File: config.mk
export PLATFORM = sky130hd
export DESIGN_NAME = lcd_ctrl_flat
export DESIGN_NICKNAME = d
export VERILOG_FILES = /design/src/rtl/lcd_ctrl_if.sv /design/src/rtl/lcd_ctrl.sv /design/src/flat_wrapper.sv
export SDC_FILE = /design/constraint.sdc
export NUM_CORES = 1
export LEC_CHECK = 0
export ABC_AREA = 1
export BUFFER_PORTS_ARGS = -buffer_cell sky130_fd_sc_hd__buf_2
export CAP_MARGIN = 0
export CORE_MARGIN = 8
export CORE_UTILIZATION = 37
export CTS_CLUSTER_DIAMETER = 30
export DETAILED_ROUTE_END_ITERATION = 12
export PLACE_DENSITY = 0.66
export SLEW_MARGIN = 30
export SYNTH_ARGS = -nofsm -noshare
export SYNTH_HDL_FRONTEND = slang
export SYNTH_SLANG_ARGS = --single-unit
File: constraint.sdc
create_clock -name i_clk -period 3.55 [get_ports i_clk]
set_clock_uncertainty 0.15 [all_clocks]
set_input_delay 1.065 -clock i_clk [delete_from_list [all_inputs] [get_ports i_clk]]
set_output_delay 1.065 -clock i_clk [all_outputs]
set_load 0.01 [all_outputs]
File: src/rtl/lcd_ctrl_if.sv
// Byte-write channel from the LCD IO register into the LCD pin driver.
// Latency: none, plain wires grouped for port hygiene.
// Backpressure: wr_rdy from the slave; the master holds vld/rs/data until accepted.
interface lcd_ctrl_if;
    logic       wr_vld;
    logic       wr_rs;
    logic [7:0] wr_data;
    logic       wr_rdy;

    modport master (output wr_vld, output wr_rs, output wr_data, input wr_rdy);
    modport slave  (input wr_vld, input wr_rs, input wr_data, output wr_rdy);
endinterface

File: src/rtl/lcd_ctrl.sv
// HD44780-style character LCD pin driver: power-up init, then one command/data byte per handshake.
// Latency: pins update the cycle after accept; occupancy T_SETUP+T_EN+T_HOLD+(T_CMD or T_CLR) cycles.
// Backpressure: wr_rdy only in IDLE after init; requests while busy are ignored, not queued.
module lcd_ctrl #(
    parameter int T_SETUP = 2,
    parameter int T_EN    = 25,
    parameter int T_HOLD  = 2,
    parameter int T_CMD   = 2000,
    parameter int T_CLR   = 82000,
    parameter int T_PWRUP = 750000
) (
    input  logic        i_clk,
    input  logic        i_rst_n,
    lcd_ctrl_if.slave   wr,
    input  logic        i_lcd_on,
    output logic [7:0]  o_lcd_data,
    output logic        o_lcd_rs,
    output logic        o_lcd_rw,
    output logic        o_lcd_en,
    output logic        o_lcd_on,
    output logic        o_init_done
);

    localparam int CMAX = (T_PWRUP > T_CLR) ? T_PWRUP : T_CLR;
    localparam int CW   = $clog2(CMAX + 1);

    localparam logic [2:0] ST_PWRUP = 3'd0;
    localparam logic [2:0] ST_SETUP = 3'd1;
    localparam logic [2:0] ST_PULSE = 3'd2;
    localparam logic [2:0] ST_HOLD  = 3'd3;
    localparam logic [2:0] ST_WAIT  = 3'd4;
    localparam logic [2:0] ST_IDLE  = 3'd5;

    localparam logic [CW-1:0] LD_PWRUP = CW'(T_PWRUP - 1);
    localparam logic [CW-1:0] LD_SETUP = CW'(T_SETUP - 1);
    localparam logic [CW-1:0] LD_EN    = CW'(T_EN - 1);
    localparam logic [CW-1:0] LD_HOLD  = CW'(T_HOLD - 1);
    localparam logic [CW-1:0] LD_CMD   = CW'(T_CMD - 1);
    localparam logic [CW-1:0] LD_CLR   = CW'(T_CLR - 1);

    logic [2:0]    state_q, state_d;
    logic [CW-1:0] cnt_q, cnt_d;
    logic [1:0]    idx_q, idx_d;
    logic          init_done_q, init_done_d;
    logic [7:0]    data_q, data_d;
    logic          rs_q, rs_d;
    logic          en_q, en_d;
    logic          lcd_on_q, lcd_on_d;
    logic          cnt_zero;
    logic          is_clr;
    logic          accept;

    // Init ROM: 8-bit/2-line function set, display on, clear, entry mode increment.
    function automatic logic [7:0] init_byte(input logic [1:0] i);
        case (i)
            2'd0:    init_byte = 8'h38;
            2'd1:    init_byte = 8'h0C;
            2'd2:    init_byte = 8'h01;
            default: init_byte = 8'h06;
        endcase
    endfunction

    assign cnt_zero = (cnt_q == '0);
    // Clear and return-home need the long execution wait.
    assign is_clr   = !rs_q && (data_q == 8'h01 || data_q == 8'h02 || data_q == 8'h03);
    assign wr.wr_rdy = (state_q == ST_IDLE) && init_done_q;
    assign accept   = wr.wr_vld && wr.wr_rdy;

    // Next-state logic: every phase loads N-1 and moves on when the counter hits 0.
    always_comb begin
        state_d     = state_q;
        cnt_d       = cnt_q;
        idx_d       = idx_q;
        init_done_d = init_done_q;
        data_d      = data_q;
        rs_d        = rs_q;
        en_d        = en_q;
        lcd_on_d    = i_lcd_on;
        case (state_q)
            ST_PWRUP: begin
                if (cnt_zero) begin
                    state_d = ST_SETUP;
                    data_d  = init_byte(2'd0);
                    rs_d    = 1'b0;
                    idx_d   = 2'd0;
                    cnt_d   = LD_SETUP;
                end else begin
                    cnt_d = cnt_q - CW'(1);
                end
            end
            ST_SETUP: begin
                if (cnt_zero) begin
                    state_d = ST_PULSE;
                    en_d    = 1'b1;
                    cnt_d   = LD_EN;
                end else begin
                    cnt_d = cnt_q - CW'(1);
                end
            end
            ST_PULSE: begin
                if (cnt_zero) begin
                    state_d = ST_HOLD;
                    en_d    = 1'b0;
                    cnt_d   = LD_HOLD;
                end else begin
                    cnt_d = cnt_q - CW'(1);
                end
            end
            ST_HOLD: begin
                if (cnt_zero) begin
                    state_d = ST_WAIT;
                    cnt_d   = is_clr ? LD_CLR : LD_CMD;
                end else begin
                    cnt_d = cnt_q - CW'(1);
                end
            end
            ST_WAIT: begin
                if (cnt_zero) begin
                    if (init_done_q) begin
                        state_d = ST_IDLE;
                    end else if (idx_q == 2'd3) begin
                        init_done_d = 1'b1;
                        state_d     = ST_IDLE;
                    end else begin
                        idx_d   = idx_q + 2'd1;
                        data_d  = init_byte(idx_q + 2'd1);
                        rs_d    = 1'b0;
                        state_d = ST_SETUP;
                        cnt_d   = LD_SETUP;
                    end
                end else begin
                    cnt_d = cnt_q - CW'(1);
                end
            end
            ST_IDLE: begin
                if (accept) begin
                    state_d = ST_SETUP;
                    data_d  = wr.wr_data;
                    rs_d    = wr.wr_rs;
                    cnt_d   = LD_SETUP;
                end
            end
            default: begin
                state_d = ST_PWRUP;
                cnt_d   = LD_PWRUP;
                en_d    = 1'b0;
            end
        endcase
    end

    // State registers; reset drops EN immediately and restarts the power-up phase.
    always_ff @(posedge i_clk) begin
        if (!i_rst_n) begin
            state_q     <= ST_PWRUP;
            cnt_q       <= LD_PWRUP;
            idx_q       <= 2'd0;
            init_done_q <= 1'b0;
            data_q      <= 8'h00;
            rs_q        <= 1'b0;
            en_q        <= 1'b0;
            lcd_on_q    <= 1'b0;
        end else begin
            state_q     <= state_d;
            cnt_q       <= cnt_d;
            idx_q       <= idx_d;
            init_done_q <= init_done_d;
            data_q      <= data_d;
            rs_q        <= rs_d;
            en_q        <= en_d;
            lcd_on_q    <= lcd_on_d;
        end
    end

    assign o_lcd_data  = data_q;
    assign o_lcd_rs    = rs_q;
    assign o_lcd_rw    = 1'b0;
    assign o_lcd_en    = en_q;
    assign o_lcd_on    = lcd_on_q;
    assign o_init_done = init_done_q;

endmodule

File: src/flat_wrapper.sv
// flat-port wrapper written by rule: the top's interface ports become plain ports
module lcd_ctrl_flat 
#(
    parameter int T_SETUP = 2,
    parameter int T_EN    = 25,
    parameter int T_HOLD  = 2,
    parameter int T_CMD   = 2000,
    parameter int T_CLR   = 82000,
    parameter int T_PWRUP = 750000
)
  (i_clk, i_rst_n, i_lcd_on, o_lcd_data, o_lcd_rs, o_lcd_rw, o_lcd_en, o_lcd_on, o_init_done, wr_wr_vld, wr_wr_rs, wr_wr_data, wr_wr_rdy);
  lcd_ctrl_if wr_i ();
  input  logic i_clk;
  input  logic i_rst_n;
  input  logic i_lcd_on;
  output logic [7:0] o_lcd_data;
  output logic o_lcd_rs;
  output logic o_lcd_rw;
  output logic o_lcd_en;
  output logic o_lcd_on;
  output logic o_init_done;
  input wire logic [$bits(wr_i.wr_vld)-1:0] wr_wr_vld;
  input wire logic [$bits(wr_i.wr_rs)-1:0] wr_wr_rs;
  input wire logic [$bits(wr_i.wr_data)-1:0] wr_wr_data;
  output wire logic [$bits(wr_i.wr_rdy)-1:0] wr_wr_rdy;
  assign wr_i.wr_vld = wr_wr_vld;
  assign wr_i.wr_rs = wr_wr_rs;
  assign wr_i.wr_data = wr_wr_data;
  assign wr_wr_rdy = wr_i.wr_rdy;
  lcd_ctrl #(.T_SETUP(T_SETUP), .T_EN(T_EN), .T_HOLD(T_HOLD), .T_CMD(T_CMD), .T_CLR(T_CLR), .T_PWRUP(T_PWRUP)) u_core (.i_clk(i_clk), .i_rst_n(i_rst_n), .wr(wr_i), .i_lcd_on(i_lcd_on), .o_lcd_data(o_lcd_data), .o_lcd_rs(o_lcd_rs), .o_lcd_rw(o_lcd_rw), .o_lcd_en(o_lcd_en), .o_lcd_on(o_lcd_on), .o_init_done(o_init_done));
endmodule
==> metrics <==
Fillers 727; clock slew at reported path FFs 0.07 ns; Final Cell Area 0.00274 mm^2; CTS tree built; Netlist Area Pre-Place 0.00248 mm^2; EDFF count, synth 0; nets 444; Max Root-Sink Buffers 2; core utilization of the finished layout 41.3%; FF-to-FF Start u_core.cnt_q[0]; Post-CTS Setup Bufs 0; CP required 2.33 ns; total grt overflow 0; root buffer selected by CTS clkbuf_8; Leak Pwr 1.27 nW; Setup violations, final 0; cells along the critical path inv_2 -> nor2_1 -> nand2_1 -> nor2_1 -> buf_2; initial antenna violation count 0; DRC 0; CTS Hold Bufs 0; commonest non-fill, non-tap cell in the layout nand2_1; largest net degree at the start of global routing 20; WL final 6220 um; post-synthesis sequential area ratio 29.9%; area growth from synthesis to layout 10.7%; kind of critical path flip-flop to output port; Synth cell types 35; Synthesized Nets 419; Top Ports 27; critical path's top delay family flip-flops; Synth warnings 0; Final Max Slew Viols 0; power density over the cells 275 mW/mm^2; first-pass GRT wire length 10700 um; core box area 0.00664 mm^2; Critical Path Fanout Max 5; Die Span Y 97.8 um; number of vias per cell 4.91; Hold EP u_core.o_lcd_en; final hold vios 0; most frequent cells in the layout nand2_1 (110), nor2_1 (54), inv_1 (52); Core Rows 30; relative slew slack 64.5%; crit path time final 2.49 ns; CTS Buf Count 5; ys flop type dfxtp_1; Crit path largest cell delay 0.42 ns; GRT Total Usage 13.4%; status completed; Cells on Worst Hold Path 2; number of routed nets with antenna violations 0; Mean Syn Cell Area 6.20 um^2; FF-to-FF setup slack 1.42 ns; CP endpoint kind output port; htree depth 2; ranking of synthesized cells by area dfxtp_1 (30%), nand2_1 (17%), nor2_1 (8.2%); die span in x 97.8 um; routability cong. 0.918; startpoint types flip-flop; post-DP HPWL 4810 um; f_max 0.402 GHz; most used cell, CP nor2_1; Reg-to-Reg End u_core.o_lcd_rs; Mapped Cells 400; MaxCap Viol Count 0; antenna cell count 0; Initial DRC Count 173; cells on worst reg2reg path 10; Slew @ Worst Pin 0.529 ns; PortBufs 25; Area after DPL 0.00266 mm^2; vias 2481; Pre-antenna DRT Iters 4; maximum VDD drop 0.115 mV; pre-CTS setup slack 0.954 ns; layout cells sized above 1 13.4%; Final WS setup 1.06 ns; unrepaired setup endpoints after global routing false; post-synth top area share 29.9%; hold_sp u_core.o_lcd_en; slowest CP cell dfxtp_1; worst skew pair latency 0.29 ns; worst path bufs/invs 2; setup_tns 0 ns; average wire per standard cell 12.3 um; Tightest Hold Check Type flip-flop to flip-flop; ys async rst share 0%; post-CTS resize count 0; Initial Util 37.3%; crit share post-route 70.1%; Design Power 755 uW; vias in the first global route 2368; crit path DAT 1.27 ns; #FFs+latches synth 37; DIE AREA 0.00957 mm^2; cell accounting for the most synthesized area dfxtp_1; CTS sink cnt 37
[stage by stage]
step	hold slack (ns)	cells
after global placement	0.299	498
after detailed placement	0.304	498
final	0.320	505
after global routing	0.352	505
after floorplan	0.291	400
after CTS	0.322	505
[sequential cells by signal, summed over array words and instances, names as in the netlist]
name                flops
u_core.o_lcd_data       8
u_core.o_init_done      1
u_core.cnt_q           20
u_core.o_lcd_en         1
u_core.o_lcd_on         1
u_core.o_lcd_rs         1
u_core.state_q          3
u_core.idx_q            2
[final cells by class]
class                           count  area [um^2]  share of cell area (%)
Multi-Input combinational cell    297         1470                    53.6
Inverter                           59          221                    8.07
Tap cell                           80          100                    3.65
Timing Repair Buffer               25          125                    4.56
Clock buffer                        7         86.3                    3.15
Sequential cell                    37          741                    27.0
[logic make-up (layout without fill, tap and decap cells)]
logic type	count (synthesis)	in the layout	synth area share (%)
AOI/OAI and AO/OA	53	53	12.4
xor gates and xnor gates	6	6	2.12
adders and majority gates	6	6	3.03
buffers and inverters	66	91	10.9
DFF	37	37	29.9
other	1	1	0.151
and+or+nand+nor	231	231	41.6
[power breakdown]
group	internal, mW	total, mW	switching, mW
Combinational	0.0143	0.0355	0.0212
Sequential	0.418	0.420	0.00178
Clock	0.154	0.299	0.145
Total	0.587	0.755	0.168
[worst register-to-register path, delay by kind of cell, from the launching register on]
kind,cells,cell delay (ns)
compound gates,1,0.34
simple gates,6,0.84
fa+ha+maj,1,0.25
buf+inv,2,0.18
flops,1,0.31
[worst max-delay path by stage]
stage               cells past startpoint                to               from
detailed placement                      4  u_core.cnt_q[17]            i_rst_n
finish                                  5         wr_wr_rdy  u_core.state_q[0]
global placement                        4  u_core.cnt_q[17]            i_rst_n
floorplan                               5  u_core.cnt_q[13]            i_rst_n
global route                            5         wr_wr_rdy  u_core.state_q[0]
CTS                                     5         wr_wr_rdy  u_core.state_q[0]
[layer usage]
layer	up-vias	GRT usage, %	wire length, um	part of all wire [%]
li1	1304	-	-	-
met2	64	22.4	2860	46
met3	11	3.41	367	5.9
met4	0	5.52	151	2.4
met1	1102	15.8	2840	46
met5	-	0	0	0
[cell usage after synthesis, types with 5 or more instances]
cell,number
dfxtp_1,37
nand2_2,5
inv_2,6
a21oi_1,33
ha_1,6
nand2_1,110
o21ai_0,9
inv_1,52
xor2_1,5
nand3_1,38
nor2_1,54
Note: power is estimated with default switching activity, not from simulation.
